[src/rtl/nist_health_monitor.sv]
// Health aggregator for a bank of online TRNG statistical tests: samples the
// per-test pass flags once per sequence and raises a sticky alarm.
module nist_health_monitor #(
  parameter int NUM_TESTS    = 4,
  parameter int SEQ_LEN      = 2048,
  parameter int SAMPLE_OFS   = 2,
  parameter int WARMUP       = 1,
  parameter int CONSEC_MAX   = 3,
  parameter int WIN          = 16,
  parameter int WIN_FAIL_MAX = 4
) (
  input  logic                 clk,
  input  logic                 rst,
  input  logic [NUM_TESTS-1:0] pass_vec,
  input  logic                 clr_alarm,
  output logic                 result_valid,
  output logic                 healthy,
  output logic                 alarm,
  output logic [NUM_TESTS-1:0] fail_mask,
  output logic [15:0]          seq_count
);

  localparam int CYW = $clog2(SEQ_LEN);
  localparam int CW  = $clog2(CONSEC_MAX + 1);
  localparam int WW  = $clog2(WIN + 1);
  localparam int UW  = $clog2(WARMUP + 1);

  typedef enum logic [1:0] {S_WARMUP, S_MONITOR, S_ALARM} state_t;

  state_t                          state_q, state_d;
  logic [CYW-1:0]                  cyc_q, cyc_d;
  logic                            pend_q, pend_d;
  logic [NUM_TESTS-1:0]            last_q, last_d;
  logic [UW-1:0]                   warm_q, warm_d;
  logic [NUM_TESTS-1:0][CW-1:0]    consec_q, consec_d;
  logic [WW-1:0]                   win_cnt_q, win_cnt_d;
  logic [WW-1:0]                   win_fail_q, win_fail_d;
  logic [NUM_TESTS-1:0]            mask_q, mask_d;
  logic [15:0]                     seq_q, seq_d;
  logic                            rv_q, rv_d;
  logic                            hit;
  logic [NUM_TESTS-1:0]            fails;

  always_comb begin
    state_d    = state_q;
    cyc_d      = (cyc_q == CYW'(SEQ_LEN - 1)) ? '0 : cyc_q + 1'b1;
    pend_d     = 1'b0;
    last_d     = last_q;
    warm_d     = warm_q;
    consec_d   = consec_q;
    win_cnt_d  = win_cnt_q;
    win_fail_d = win_fail_q;
    mask_d     = mask_q;
    seq_d      = seq_q;
    rv_d       = 1'b0;
    hit        = 1'b0;
    fails      = ~last_q;

    if (cyc_q == CYW'(SAMPLE_OFS)) begin
      last_d = pass_vec;
      pend_d = 1'b1;
    end

    if (clr_alarm) begin
      mask_d   = '0;
      consec_d = '0;
      if (state_q == S_ALARM) begin
        win_cnt_d  = '0;
        win_fail_d = '0;
        state_d    = S_MONITOR;
      end
    end

    if (pend_q) begin
      if (state_q == S_WARMUP) begin
        warm_d = warm_q + 1'b1;
        if (warm_d == UW'(WARMUP)) state_d = S_MONITOR;
      end else begin
        // Alarm condition uses the pre-clear history so a coincident clear
        // cannot mask it; the stored counters restart from the cleared base.
        for (int i = 0; i < NUM_TESTS; i++) begin
          if (fails[i]) begin
            if (consec_q[i] >= CW'(CONSEC_MAX - 1)) hit = 1'b1;
            consec_d[i] = (consec_d[i] >= CW'(CONSEC_MAX)) ? CW'(CONSEC_MAX)
                                                           : consec_d[i] + 1'b1;
            mask_d[i]   = 1'b1;
          end else begin
            consec_d[i] = '0;
          end
        end
        if (win_cnt_q == WW'(WIN - 1) &&
            (win_fail_q + WW'(|fails)) >= WW'(WIN_FAIL_MAX)) hit = 1'b1;
        win_cnt_d  = win_cnt_d + 1'b1;
        win_fail_d = win_fail_d + WW'(|fails);
        if (win_cnt_d == WW'(WIN)) begin
          win_cnt_d  = '0;
          win_fail_d = '0;
        end
        seq_d = seq_q + 1'b1;
        rv_d  = 1'b1;
        if (hit) state_d = S_ALARM;
      end
    end
  end

  always_ff @(posedge clk) begin
    if (rst) begin
      state_q    <= S_WARMUP;
      cyc_q      <= '0;
      pend_q     <= 1'b0;
      last_q     <= '0;
      warm_q     <= '0;
      consec_q   <= '0;
      win_cnt_q  <= '0;
      win_fail_q <= '0;
      mask_q     <= '0;
      seq_q      <= '0;
      rv_q       <= 1'b0;
    end else begin
      state_q    <= state_d;
      cyc_q      <= cyc_d;
      pend_q     <= pend_d;
      last_q     <= last_d;
      warm_q     <= warm_d;
      consec_q   <= consec_d;
      win_cnt_q  <= win_cnt_d;
      win_fail_q <= win_fail_d;
      mask_q     <= mask_d;
      seq_q      <= seq_d;
      rv_q       <= rv_d;
    end
  end

  assign result_valid = rv_q;
  assign healthy      = (state_q == S_MONITOR);
  assign alarm        = (state_q == S_ALARM);
  assign fail_mask    = mask_q;
  assign seq_count    = seq_q;

endmodule

[config.mk]
export PLATFORM = sky130hd
export DESIGN_NAME = nist_health_monitor
export DESIGN_NICKNAME = d
export VERILOG_FILES = /design/src/rtl/nist_health_monitor.sv
export SDC_FILE = /design/constraint.sdc
export NUM_CORES = 1
export LEC_CHECK = 0
export CORE_MARGIN = 2
export CORE_UTILIZATION = 40
export CTS_BUF_LIST = sky130_fd_sc_hd__clkbuf_8
export DETAILED_ROUTE_END_ITERATION = 12
export SYNTH_ARGS = -nofsm -noshare
export SYNTH_HDL_FRONTEND = slang
export SYNTH_SLANG_ARGS = --single-unit
[constraint.sdc]
create_clock -name clk -period 2.15 [get_ports clk]
set_input_delay 0.43 -clock clk [delete_from_list [all_inputs] [get_ports clk]]
set_output_delay 0.43 -clock clk [all_outputs]
set_load 0.01 [all_outputs]
Yosys cells after proc, flatten, opt, wreduce, memory -nomap -nowiden
Cells that the tools add are included.

Register bits after elaboration: 58. Latch bits: 0. Memory bits (writable): 0. Bits in read-only memories: 0. Input port bits: 7. Logic and storage cells: 96. Memories: 0.

Add/subtract/negate cells: 10. Multiply operators: 0. Div/mod/pow operators: 0. Order comparisons: 9. Equality and inequality tests: 6. Shift operators: 0. Multiplexer cells: 47. Bitwise gates (word level): 3. Reduce and logical (&&, ||, !) cells: 7.

Operators by type and width (count): $mux W5 (10); $mux W2 (14); $mux W8 (3); $mux W1 (17); $add A16 B1 Y16 const B (1); $ge A2 B2 Y1 const B (8); $mux W4 (3); $add A11 B1 Y11 const B (1); $eq A11 B11 Y1 const B (1); $eq A11 B2 Y1 const B (1); $add A5 B1 Y5 (2); $add A2 B1 Y2 const B (4); $add A5 B1 Y5 const B (1); $eq A5 B4 Y1 const B (1); $eq A5 B5 Y1 const B (1); $ge A5 B3 Y1 const B (1); $not A4 Y4 (1); $reduce_and A2 Y1 (2); $reduce_or A2 Y1 (2); $reduce_or A4 Y1 (1); $eq A2 B1 Y1 const B (1); $eq A2 B2 Y1 const B (1); $logic_not A2 Y1 (1); $not A1 Y1 (2); other kinds (2) (2).

Logic depth before layout (Yosys ltp)
Depth after elaboration: 15. Mapped depth: 10. Gate-level depth less buffers: 8.

Worst setup path before layout
Ideal clock, no wire load.

Path kind: reg-to-reg. From: reg last_q[2]. To: reg state_q[0]. Arrival time: 1.919 ns. Data required time: 2.062 ns. Path slack: 0.143 ns. Stages on the path, launching flop included: 8. Path buffers: 0. Path through: dfxtp_1 nand4_1 ha_1 ha_1 or4_1 and3_4 a21o_1 a311oi_2.

Cells in the longest elaborated chain, start to end: 11. Elaborated cells between the ends (all ways): 14. Classes of those cells: 1 x add/sub; 1 x order compare; 9 x mux; 1 x bitwise; 2 x reduce/logical.

RTL lines: start: declaration (line 33) `logic [NUM_TESTS-1:0] last_q, last_d;`; start signal: assignment (line 123) `last_q <= last_d;`; $not A4 Y4 * (line 57) `fails = ~last_q;`; $reduce_or A4 Y1 (line 92) `(win_fail_q + WW'(|fails)) >= WW'(WIN_FAIL_MAX)) hit = 1'b1;`; $add A5 B1 Y5 (line 92); $ge A5 B3 Y1 (line 92); $logic_and A1 B1 Y1 (line 91) `if (win_cnt_q == WW'(WIN - 1) &&`; $mux W1 * (line 91); $mux W1 * (line 75) `if (state_q == S_WARMUP) begin`; $mux W1 * (line 74) `if (pend_q) begin`; $mux W2 * (line 101) `if (hit) state_d = S_ALARM;`; $mux W2 * (line 75); $mux W2 * (line 74); end signal: assignment (line 120) `state_q <= state_d;`; end: declaration (line 30) `state_t state_q, state_d;`.

Every way passes the cells marked *; elsewhere a longest branch is shown, timed or not. The select of a mux whose other input is x is not followed. A chain may end at the register's enable or synchronous reset.

Worst setup path after layout
Ends and elaborated chain as after synthesis.

==> impl_metrics.csv <==
group,metric,value,unit
clock_tree,clock_path_buffers,2,
worst_hold_path,min_from,"seq_count[15]",
critical_path,worst_setup_path_start_kind,"register",
timing,slew_headroom,59.2,%
timing,rsz0062_at_grt,"false",
global_route,grt_max_degree,26,
power_and_ir_drop,p_sw_share,21.8,%
detailed_routing,vias,2357,
logic_synthesis,syn_nets,327,
worst_hold_path,holdPathEnd,"seq_count[15]",
detailed_routing,viasPerCell,5.39,
global_route,grt_pass1_wl,10.4,mm
detailed_routing,wirelength,6.02,mm
global_route,grt_use_total,17.7,%
timing,max_freq,493,MHz
timing,finalHoldViolCount,0,
logic_synthesis,yosysTopAreaCell,"dfxtp_1",
flow_run,max_cap_viol_count,0,
clock_tree,postCtsSetupBuffers,0,
power_and_ir_drop,power_per_cell_area,686,nW/µm²
timing,post-route-period-util,94.4,%
detailed_routing,ant_nets,0,
clock_tree,insertion_delay,0.34,ns
logic_synthesis,ys_warn_count,0,
worst_hold_path,hold_path.class,"reg -> reg",
place,placed_area,3140,µm²
logic_synthesis,avgSynthCellArea,8.61,µm²
floorplanning,die_w,85.9,µm
clock_tree,clk_pin_slew,0.07,ns
global_route,antenna_found_initial,0,
power_and_ir_drop,clkPwrFrac,46.7,%
logic_synthesis,synthFlopType,"dfxtp_1",
global_route,overflow,0,
global_route,grt_pass1_vias,2261,
power_and_ir_drop,ir_drop,0.407,mV
critical_path,path_class,"reg -> reg",
clock_tree,cts-hold-fix-buffers,0,
logic_synthesis,synth-seq-cells,58,
floorplanning,ios,30,
layout,utilization,52.3,%
logic_synthesis,synth_seq_area_share,43.2,%
clock_tree,cts_buffers,9,
power_and_ir_drop,net-switching-power,0.000502,W
power_and_ir_drop,p_int,0.00180,W
logic_synthesis,synth_top_area_share,43.2,%
clock_tree,ctsResizeCount,0,
power_and_ir_drop,seqPwrFrac,48.2,%
floorplanning,initial_utilization,41.8,%
timing,min_period,2.03,ns
power_and_ir_drop,power_frac_comb,5.1,%
critical_path,worstRegToRegCells,7,
place,place_congestion,0.829,
floorplanning,core_area,6420,µm²
outcome,status,"finished clean",
critical_path,critPathMaxFanout,3,
timing,setup-violations-final,0,
logic_synthesis,syn_inst,312,
clock_tree,cts_root_buf,"clkbuf_8",
clock_tree,cts.sinks,58,
critical_path,endpoint_kind,"register",
critical_path,cp.required,2.41,ns
floorplanning,die_h,85.9,µm
detailed_routing,dr.pass1.iters,4,
logic_synthesis,yosysUniqueCellTypes,46,
place,port_buffers,29,
detailed_routing,drtIter0Drc,112,
logic_synthesis,synth_common_cells,"dfxtp_1, nor2_1, a21oi_1",
logic_synthesis,async_reset_ff_share,0,%
floorplanning,die_area,7380,µm²
critical_path,r2r-end,"state_q[0]",
floorplanning,fp-row-count,29,
timing,tightest_slew,0.612,ns
place,place.detailed.hpwl,4.13,mm
timing,slew_violations,0,
critical_path,cp.arrival,2.28,ns
layout,drive_gt1_share,10.3,%
clock_tree,cts_tree,"yes",
clock_tree,h-tree-depth,3,
worst_hold_path,min_path_cells,2,
layout,nNetsFinal,370,
power_and_ir_drop,power.leakage,1.24,nW
logic_synthesis,synth_area,2690,µm²
layout,area_growth,25.2,%
logic_synthesis,synthTopCellsByArea,"dfxtp_1, nor2_1, a21oi_1",
logic_synthesis,synth.most_common_cell,"dfxtp_1",
timing,skew,0.00588,ns
layout,design_area,3360,µm²
critical_path,timing.rr.start,"last_q[2]",
logic_synthesis,synth_edf_count,0,
detailed_routing,wl_per_cell,13.8,µm
critical_path,r2r_slack,0.12,ns
detailed_routing,drc,0,
layout,num_antenna_cells,0,
critical path, cell delays in order (launching register included):
cell and delay [ns]:
dfxtp_1 0.34, nand4_1 0.13, ha_1 0.23, ha_1 0.20, or4_1 0.46, and3_4 0.20, a21o_1 0.18, a311oi_2 0.21
cell families after synthesis:
family / share of synthesized area, %
buf+inv: 3.31
compound gates: 17.0
xor+xnor: 5.55
mux: 1.49
fa+ha+maj: 3.73
flops: 43.2
simple gates: 25.7
cell type report:
class | count | area, µm²
clock buffer | 13 | 179
clock inverter | 3 | 37.5
fill | 607 | 3060
inverter | 7 | 26.3
multi-input combinational | 232 | 1440
sequential | 58 | 1160
tap | 77 | 96.3
timing repair buffer | 47 | 425
metal layers:
layer  track usage [%]  up-vias  part of all wire [%]
li1                  -     1214                     -
met1              23.0     1107                    49
met2              27.6       28                    46
met3              4.62        8                   3.0
met4              8.08        0                   1.6
met5                 0        -                     0
sequential cells by signal, indices dropped and copies added (netlist names):
| name | count |
|---|---|
| win_fail_q | 5 |
| seq_count | 16 |
| warm_q | 1 |
| result_valid | 1 |
| cyc_q | 11 |
| pend_q | 1 |
| fail_mask | 4 |
| last_q | 4 |
| state_q | 2 |
| win_cnt_q | 5 |
| consec_q | 8 |
power by group through the flow:
stage                      logic, W  registers (W)  clock network [W]
after floorplan           0.0000699        0.00113                  0
after global placement     0.000117        0.00113                  0
after detailed placement   0.000119        0.00114                  0
after CTS                  0.000119        0.00111            0.00110
after global routing       0.000130        0.00111            0.00115
final                      0.000117        0.00111            0.00108
worst max path at each step:
stage	startpoint	end	slack (ns)
after floorplan	last_q[2]	state_q[0]	0.14
after global placement	clr_alarm	win_fail_q[2]	0.001
after detailed placement	clr_alarm	win_fail_q[2]	-0.06
after CTS	last_q[0]	state_q[0]	0.10
after global routing	last_q[0]	state_q[0]	0.004
final	last_q[2]	state_q[0]	0.12
placed cells by master, fill, tap and decap left out, types with 7 or more instances in the layout:
cell type        instances
inv_1                    8
xnor2_1                  7
o211ai_1                 7
clkdlybuf4s50_1         29
buf_4                   18
nand2_1                 20
nand3_1                 15
o21ai_0                  7
or3_1                    7
nor2_1                  42
dfxtp_1                 58
nand4_1                  8
a31oi_1                  7
ha_1                     8
clkbuf_8                13
xor2_1                  10
a21oi_1                 27
per-stage QoR:
stage	TNS, ns	setup slack (ns)	cells	total power (W)	hold WS (ns)
after floorplan	0	0.143	312	0.00120	0.444
after global placement	0	0.00148	421	0.00125	0.459
after detailed placement	-0.0918	-0.0575	421	0.00125	0.472
after CTS	0	0.104	437	0.00234	0.481
after global routing	0	0.00361	437	0.00239	0.501
final	0	0.121	437	0.00230	0.474
Power figures use the tool's default switching activity.
